===== config.mk =====
export PLATFORM = sky130hd
export DESIGN_NAME = uart_rx
export DESIGN_NICKNAME = d
export VERILOG_FILES = /design/src/rtl/uart_pkg.sv /design/src/rtl/uart_sync.sv /design/src/rtl/uart_rx.sv
export SDC_FILE = /design/constraint.sdc
export NUM_CORES = 1
export LEC_CHECK = 0
export ABC_AREA = 0
export BUFFER_PORTS_ARGS = -buffer_cell sky130_fd_sc_hd__buf_2
export CAP_MARGIN = 25
export CORE_AREA = 3 3 77 79
export CTS_CLUSTER_SIZE = 8
export DETAILED_ROUTE_END_ITERATION = 16
export DIE_AREA = 0 0 80 82
export PLACE_DENSITY = 0.59
export SYNTH_ARGS = -nofsm -noshare
export SYNTH_HDL_FRONTEND = slang
export SYNTH_HIERARCHICAL = 1
export SYNTH_SLANG_ARGS = --single-unit

===== constraint.sdc =====
create_clock -name clk -period 3.21 [get_ports clk]
set_input_delay 0.8025 -clock clk [delete_from_list [all_inputs] [get_ports clk]]
set_output_delay 0.8025 -clock clk [all_outputs]
set_load 0.01 [all_outputs]

===== src/rtl/uart_pkg.sv =====
// Shared UART definitions: FSM state encoding, frame constants and the
// bit-period helper used by both the receiver and the transmitter.
package uart_pkg;

    typedef enum logic [2:0] {
        IDLE       = 3'd0,
        START      = 3'd1,
        DATA       = 3'd2,
        STOP       = 3'd3,
        BREAK_WAIT = 3'd4
    } state_t;

    localparam int DATA_BITS = 8;
    localparam int STOP_BITS = 1;

    function automatic int calc_clks_per_bit(input int clks_freq, input int baud_rate);
        return clks_freq / baud_rate;
    endfunction

endpackage


===== src/rtl/uart_sync.sv =====
// Two-flop synchroniser for a single asynchronous input; both stages reset
// to RESET_VAL so an idle-high line reads idle straight out of reset.
module uart_sync #(
    parameter logic RESET_VAL = 1'b1
) (
    input  logic clk,
    input  logic rst,
    input  logic d,
    output logic q
);

    logic meta;

    // NOTE: non-blocking assignments make each stage capture the other's old
    // value, so this really is two flops in series rather than one.
    always_ff @(posedge clk or posedge rst) begin
        if (rst) begin
            meta <= RESET_VAL;
            q    <= RESET_VAL;
        end else begin
            meta <= d;
            q    <= meta;
        end
    end

endmodule


===== src/rtl/uart_rx.sv =====
// 8N1 UART receiver: mid-bit sampling of the synchronised line, one-cycle
// flag_rx on a good frame and Frame_Err on a low stop bit.
module uart_rx
    import uart_pkg::*;
#(
    parameter int CLKS_FREQ = 50000000,
    parameter int BAUD_RATE = 9600
) (
    input  logic       clk,
    input  logic       rst,
    input  logic       Rx,
    output logic [7:0] RX_Byte,
    output logic       flag_rx,
    output logic       Frame_Err,
    output logic       Busy
);

    localparam int CLKS_PER_BIT = calc_clks_per_bit(CLKS_FREQ, BAUD_RATE);
    localparam int HALF_BIT     = CLKS_PER_BIT / 2;
    localparam int CNT_W        = $clog2(CLKS_PER_BIT) + 1;
    localparam int IDX_W        = $clog2(DATA_BITS);

    localparam logic [CNT_W-1:0] HALF_LAST = CNT_W'(HALF_BIT - 1);
    localparam logic [CNT_W-1:0] BIT_LAST  = CNT_W'(CLKS_PER_BIT - 1);
    localparam logic [IDX_W-1:0] IDX_LAST  = IDX_W'(DATA_BITS - 1);

    logic                 rx_s;
    state_t               state_q, state_d;
    logic [CNT_W-1:0]     cnt_q, cnt_d;
    logic [IDX_W-1:0]     idx_q, idx_d;
    logic [DATA_BITS-1:0] shift_q, shift_d;
    logic [7:0]           byte_q, byte_d;
    logic                 flag_q, flag_d;
    logic                 err_q, err_d;

    uart_sync #(.RESET_VAL(1'b1)) u_sync (
        .clk (clk),
        .rst (rst),
        .d   (Rx),
        .q   (rx_s)
    );

    always_ff @(posedge clk or posedge rst) begin
        if (rst) begin
            state_q <= IDLE;
            cnt_q   <= '0;
            idx_q   <= '0;
            shift_q <= '0;
            byte_q  <= '0;
            flag_q  <= 1'b0;
            err_q   <= 1'b0;
        end else begin
            state_q <= state_d;
            cnt_q   <= cnt_d;
            idx_q   <= idx_d;
            shift_q <= shift_d;
            byte_q  <= byte_d;
            flag_q  <= flag_d;
            err_q   <= err_d;
        end
    end

    always_comb begin
        // NOTE: every output of this block gets a default first, so no path
        // through the case statement can leave a value held (no latches).
        state_d = state_q;
        cnt_d   = cnt_q;
        idx_d   = idx_q;
        shift_d = shift_q;
        byte_d  = byte_q;
        flag_d  = 1'b0;
        err_d   = 1'b0;

        case (state_q)
            IDLE: begin
                cnt_d = '0;
                idx_d = '0;
                if (!rx_s) state_d = START;
            end
            START: begin
                if (cnt_q == HALF_LAST) begin
                    cnt_d   = '0;
                    state_d = rx_s ? IDLE : DATA;  // high here means a glitch, not a start bit
                end else begin
                    cnt_d = cnt_q + 1'b1;
                end
            end
            DATA: begin
                if (cnt_q == BIT_LAST) begin
                    cnt_d          = '0;
                    shift_d[idx_q] = rx_s;
                    if (idx_q == IDX_LAST) begin
                        idx_d   = '0;
                        state_d = STOP;
                    end else begin
                        idx_d = idx_q + 1'b1;
                    end
                end else begin
                    cnt_d = cnt_q + 1'b1;
                end
            end
            STOP: begin
                if (cnt_q == BIT_LAST) begin
                    cnt_d = '0;
                    if (rx_s) begin
                        byte_d  = shift_q;
                        flag_d  = 1'b1;
                        state_d = IDLE;
                    end else begin
                        err_d   = 1'b1;
                        state_d = BREAK_WAIT;
                    end
                end else begin
                    cnt_d = cnt_q + 1'b1;
                end
            end
            BREAK_WAIT: begin
                // Hold off until the line is released so a break is one error, not many frames.
                cnt_d = '0;
                if (rx_s) state_d = IDLE;
            end
            default: begin
                state_d = IDLE;
                cnt_d   = '0;
                idx_d   = '0;
            end
        endcase
    end

    assign RX_Byte   = byte_q;
    assign flag_rx   = flag_q;
    assign Frame_Err = err_q;
    assign Busy      = (state_q != IDLE);

endmodule


# [After elaboration in Yosys (flattened, before gate mapping)]
# Cells that the tools add are included.
[classes] addsub=2 n_mul=0 div=0 n_lt_le_gt_ge=2 n_eq_ne=13 shifts=0 n_mux=24 bitwise_logic=1 n_reduce_logical=9
[ops] operator="14-bit 2-to-1 mux" count=2
[ops] operator="14-bit one-hot mux with 2 select lines" count=1
[ops] operator="3-bit 2-to-1 mux" count=9
[ops] operator="3-bit one-hot mux with 5 select lines" count=1
[ops] operator="14-bit by 1-bit adder with 14-bit output (second input constant)" count=1
[ops] operator="14-bit by 12-bit == test with 1-bit output (second input constant)" count=1
[ops] operator="14-bit by 13-bit == test with 1-bit output (second input constant)" count=1
[ops] operator="2-bit inequality test (second input constant)" count=5
[ops] operator="8-bit bitwise mux" count=1
[ops] operator="1-bit 2-to-1 mux" count=7
[ops] operator="3-bit by 2-bit == test with 1-bit output (second input constant)" count=2
[ops] operator="3-bit == test (second input constant)" count=2
[ops] operator="3-bit one-hot mux with 2 select lines" count=1
[ops] operator="6-bit AND reduction" count=1
[ops] operator="3-bit by 4-bit less-than comparator with 1-bit output (second input constant)" count=1
[ops] operator="2-bit AND reduction" count=2
[ops] operator="3-bit by 1-bit adder with 3-bit output (second input constant)" count=1
[ops] operator="1-bit demux with 3-bit select" count=1
[ops] operator="3-bit by 1-bit == test with 1-bit output (second input constant)" count=1
[ops] operator="3-bit by 1-bit greater-or-equal comparator with 1-bit output (second input constant)" count=1
[ops] operator="3-bit zero test" count=1
[ops] operator="3-bit AND reduction" count=1
[ops] operator="3-bit nonzero test" count=1
[ops] operator="3-bit OR reduction" count=1
[ops] operator="other kinds (5)" count=5
[totals] register_bits=40 latchBits=0 mem_bits_rw=0 mem_bits_ro=0 in_bits=3 output_inout_bits=11 wordCells=60 mem_count=0

# [Depth between registers and ports, before layout]
[logic_depth] depth_word=5 mapped_depth=6 depth_no_buf=6

# [Modules after synthesis]
# The synthesis kept the hierarchy.
[modules_own_cells] mod="uart_rx" n_inst=1 cells_each=177 area_each_um2=1973.1 seq_area_each_um2=950.9
[modules_own_cells] mod="uart_sync" n_inst=1 cells_each=3 area_each_um2=56.3 seq_area_each_um2=52.6

# [Least setup slack after synthesis]
# No wires, ideal clock.
[synth_timing] path_type="flip-flop to flip-flop" from="register cnt_q[8]" to="register cnt_q[8]" setup_time_ps=119 t_arrival_ps=1871 required_ps=3091 slack_ps=1219 stages_incl_launch_ff=7 n_path_buf=2 synth_period_minus_slack_ps=1991 path_cell_list="dfrtp_1 -> buf_6 -> or3_4 -> or4_4 -> a22oi_4 -> buf_8 -> nor2_2"
[synth_between] elab_chain_cells=3 word_cells_on_any_way=6 cone_classes="add/sub: 1; eq/ne: 2; mux: 3"
[synth_rtl] item="start: declaration" line="uart_rx.sv:29" text="logic [CNT_W-1:0] cnt_q, cnt_d;"
[synth_rtl] item="start signal: assignment" line="uart_rx.sv:54" text="cnt_q <= cnt_d;"
[synth_rtl] item="14-bit by 1-bit adder with 14-bit output, or another cell as far along" line="uart_rx.sv:85, uart_rx.sv:99, uart_rx.sv:114"
[synth_rtl] item="14-bit 2-to-1 mux, on equally long branches" line="uart_rx.sv:89, uart_rx.sv:103, uart_rx.sv:81"
[synth_rtl] item="14-bit one-hot mux with 2 select lines (*)" line="uart_rx.sv:74" text="case (state_q)"
[synth_rtl] item="named net cnt_d[8]" line="uart_rx.sv:29"
# Mark *: on every way through the listed nets, which the timed path passes. The rest lies on a longest branch.
# A chain may end at the register's enable or synchronous reset.

# [Final worst setup path]
[layout_timing] from="register cnt_q[0]" to="register shift_q[0]"
[layout_between] elab_chain_cells=2
[layout_rtl] item="14-bit by 13-bit == test with 1-bit output" line="uart_rx.sv:89" text="if (cnt_q == BIT_LAST) begin"
[layout_rtl] item="2-bit AND reduction (no line)"
[layout_rtl] item="end signal: assignment" line="uart_rx.sv:56" text="shift_q <= shift_d;"
[layout_rtl] item="end: declaration" line="uart_rx.sv:31" text="logic [DATA_BITS-1:0] shift_q, shift_d;"
# No other way between the ends.

==> flow_summary.json <==
{
  "grt_max_degree": 23,
  "ant_nets": 0,
  "cts_tree": "done",
  "p_int_mw": 0.7428,
  "hold_class": "reg -> reg",
  "viasPerCell": 5.127,
  "yosys.cell_count.top_type": "dfrtp_1",
  "ios": 14,
  "leakage_nw": 0.9871,
  "power.switching_mw": 0.1951,
  "crit_required_ns": 3.40,
  "total_power_mw": 0.9379,
  "synth.area.top_cells": "dfrtp_1 47%, mux2_2 8.9%, xnor2_1 3.5%",
  "initial_core_util": 0.3755,
  "cts.repair.resized": 0,
  "worst-slew-pin-transition_ns": 0.8501,
  "synth-edff-count": 0,
  "design_area_um2": 2250,
  "status": "finished, final reports clean",
  "clockBufferDepth": 2,
  "fp.dieW_um": 80,
  "relSlewSlack": 0.4326,
  "cp-end-kind": "register",
  "drc": 0,
  "setup_viol": 0,
  "use_met1": 0.1794,
  "root_buffer": "clkbuf_8",
  "synth_ff_type": "dfrtp_1",
  "avgSynthCellArea_um2": 11.27,
  "holdWs_ns": 0.3797,
  "core_area_um2": 5405,
  "p_per_area_nw_per_um2": 416.9,
  "post-route-min-period_ns": 2.206,
  "clock_skew_ns": 0.01235,
  "row_count": 27,
  "fin_tns_setup_ns": 0,
  "synth_area_um2": 2029,
  "rsz0062_at_grt": "false",
  "cts_made_buffers": 5,
  "hold_buffers": 0,
  "synth-seq-area-share": 0.4945,
  "hpwl_mm": 2.619,
  "fin_crit_sh": 0.6872,
  "critical_path_class": "reg -> reg",
  "synth_top_area_share": 0.4686,
  "path_clk_slew_ns": 0.09,
  "yosysTopAreaCell": "dfrtp_1",
  "register_area_um2": 1003,
  "synthArstFlopShare": 1.000,
  "p_seq_frac": 0.542,
  "drive_gt1_frac": 0.3077,
  "rrSetupSlack_ns": 1.00,
  "finalMaxSlewViolations": 0,
  "gp_congestion": 0.8310,
  "pwr-share-clk": 0.444,
  "port-buffer-count": 13,
  "finalHoldViolCount": 0,
  "area_delta_synth_final_pct": 10.85,
  "post-cts-setup-buffers": 0,
  "drt_pass1_iterations": 4,
  "dieArea_um2": 6560,
  "synth_cells": 180,
  "grt.met2_usage": 0.1763,
  "critPathLaunchType": "register",
  "synth_warnings": 6,
  "fill_cells": 531,
  "max_freq_mhz": 453.3,
  "clock-sinks": 40,
  "multi_input_area_um2": 938.4,
  "drt-total-wl_mm": 3.665,
  "track_usage": 0.1241,
  "grt_use_met3": 0.03399,
  "ys_ff_latch": 40,
  "die_y_um": 82,
  "yosysUniqueCellTypes": 46,
  "vias": 1369,
  "antenna_found_initial": 0,
  "antenna_cells": 0,
  "grt_pass1_wl_mm": 6.299,
  "post_dp_cell_area_um2": 2135,
  "yosys-top-cells-count": "38 x dfrtp_1, 16 x mux2_2, 11 x nand3_1",
  "p_sw_frac": 0.2080,
  "final_nets": 200,
  "crit_arrival_ns": 2.39,
  "busiest_layer": "met1",
  "clk_latency_ns": 0.30,
  "gr-total-overflow": 0,
  "irDropWorstVdd_mv": 0.3376,
  "h-tree-depth": 2,
  "combPwrFrac": 0.014,
  "first_iter_violations": 77,
  "grt_pass1_vias": 1273,
  "cp_max_fo": 9,
  "syn_nets": 186,
  "wl_per_cell_um": 13.73,
  "max_cap_viol_count": 0
}
==> final timing paths <==
check | startpoint | end | cells after the start
worst max-delay path | cnt_q[0] | shift_q[0] | 5
worst min-delay path | u_sync/meta | u_sync/q | 0
worst max register to register | cnt_q[0] | shift_q[0] | 5
worst min register to register | u_sync/meta | u_sync/q | 0
max in group asynchronous | rst | cnt_q[11] | 3
min in group asynchronous | rst | u_sync/meta | 2
==> power by group through the flow <==
stage | logic (mW) | clock network (mW) | registers [mW]
after floorplan | 0.00912 | 0 | 0.516
after global placement | 0.0141 | 0 | 0.518
after detailed placement | 0.0144 | 0 | 0.519
after CTS | 0.0144 | 0.431 | 0.509
after global routing | 0.0158 | 0.451 | 0.509
final | 0.0133 | 0.416 | 0.509
==> layer usage <==
layer,wire (um),up-vias
li1,-,679
met1,1856,663
met2,1635,21
met3,121,6
met4,51,0
met5,0,-
==> kinds of logic (layout without fill, tap and decap cells) <==
family / count (synthesis) / in the layout / share of synthesized area
adders and majority gates: 3 / 3 / 0.01850
AOI/OAI and AO/OA: 15 / 15 / 0.05919
muxes: 16 / 16 / 0.08878
and+or+nand+nor: 80 / 80 / 0.2441
buffers and inverters: 14 / 29 / 0.04315
xor gates and xnor gates: 12 / 12 / 0.05179
DFF: 40 / 40 / 0.4945
==> cell usage in the layout, fill, tap and decap left out, drive strengths merged, types with 2 or more instances in the layout <==
cell / netlist / layout
nor4b: 4 / 4
buf: 5 / 15
a32oi: 2 / 2
dfstp: 2 / 2
or4: 2 / 2
nand3: 11 / 11
o21ai: 2 / 2
and3: 3 / 3
xnor2: 8 / 8
or3: 2 / 2
nor3: 8 / 8
nor4: 7 / 7
dfrtp: 38 / 38
nand2: 6 / 6
ha: 3 / 3
nor3b: 2 / 2
nor2: 20 / 20
nand4: 5 / 5
a21oi: 4 / 4
o2bb2ai: 2 / 2
mux2: 16 / 16
inv: 6 / 7
clkbuf: 3 / 5
xor2: 4 / 4
nor2b: 2 / 2
==> worst max-delay path: stages (launching register included) <==
cell      delay (ns)
dfrtp_1         0.42
ha_1            0.28
and4bb_2        0.30
nand3_1         0.27
nor4_1          0.44
mux2_2          0.38
==> cell type report <==
| type | instances | share of cell area |
|---|---|---|
| clock buffers | 5 | 0.03059 |
| clock inverters | 3 | 0.02058 |
| inverters | 6 | 0.01001 |
| multi-input cells | 126 | 0.4171 |
| flip-flops and latches | 40 | 0.4460 |
| well taps | 72 | 0.04004 |
| repair buffers | 15 | 0.03560 |
==> per-stage QoR <==
step / cells / worst slack [ns] / utilization
finish: 267 / 1.004 / 0.4162
global route: 267 / 0.8488 / 0.4162
CTS: 267 / 1.004 / 0.4162
detailed placement: 259 / 1.009 / 0.3949
global placement: 259 / 1.043 / 0.3949
floorplan: 180 / 1.220 / -
==> registers in the layout, summed over array words and instances (netlist names) <==
register / flops
flag_rx: 1
u_sync/meta: 1
shift_q: 8
u_sync/q: 1
state_q: 3
Frame_Err: 1
RX_Byte: 8
cnt_q: 14
idx_q: 3
Note: power is estimated with default switching activity, not from simulation.
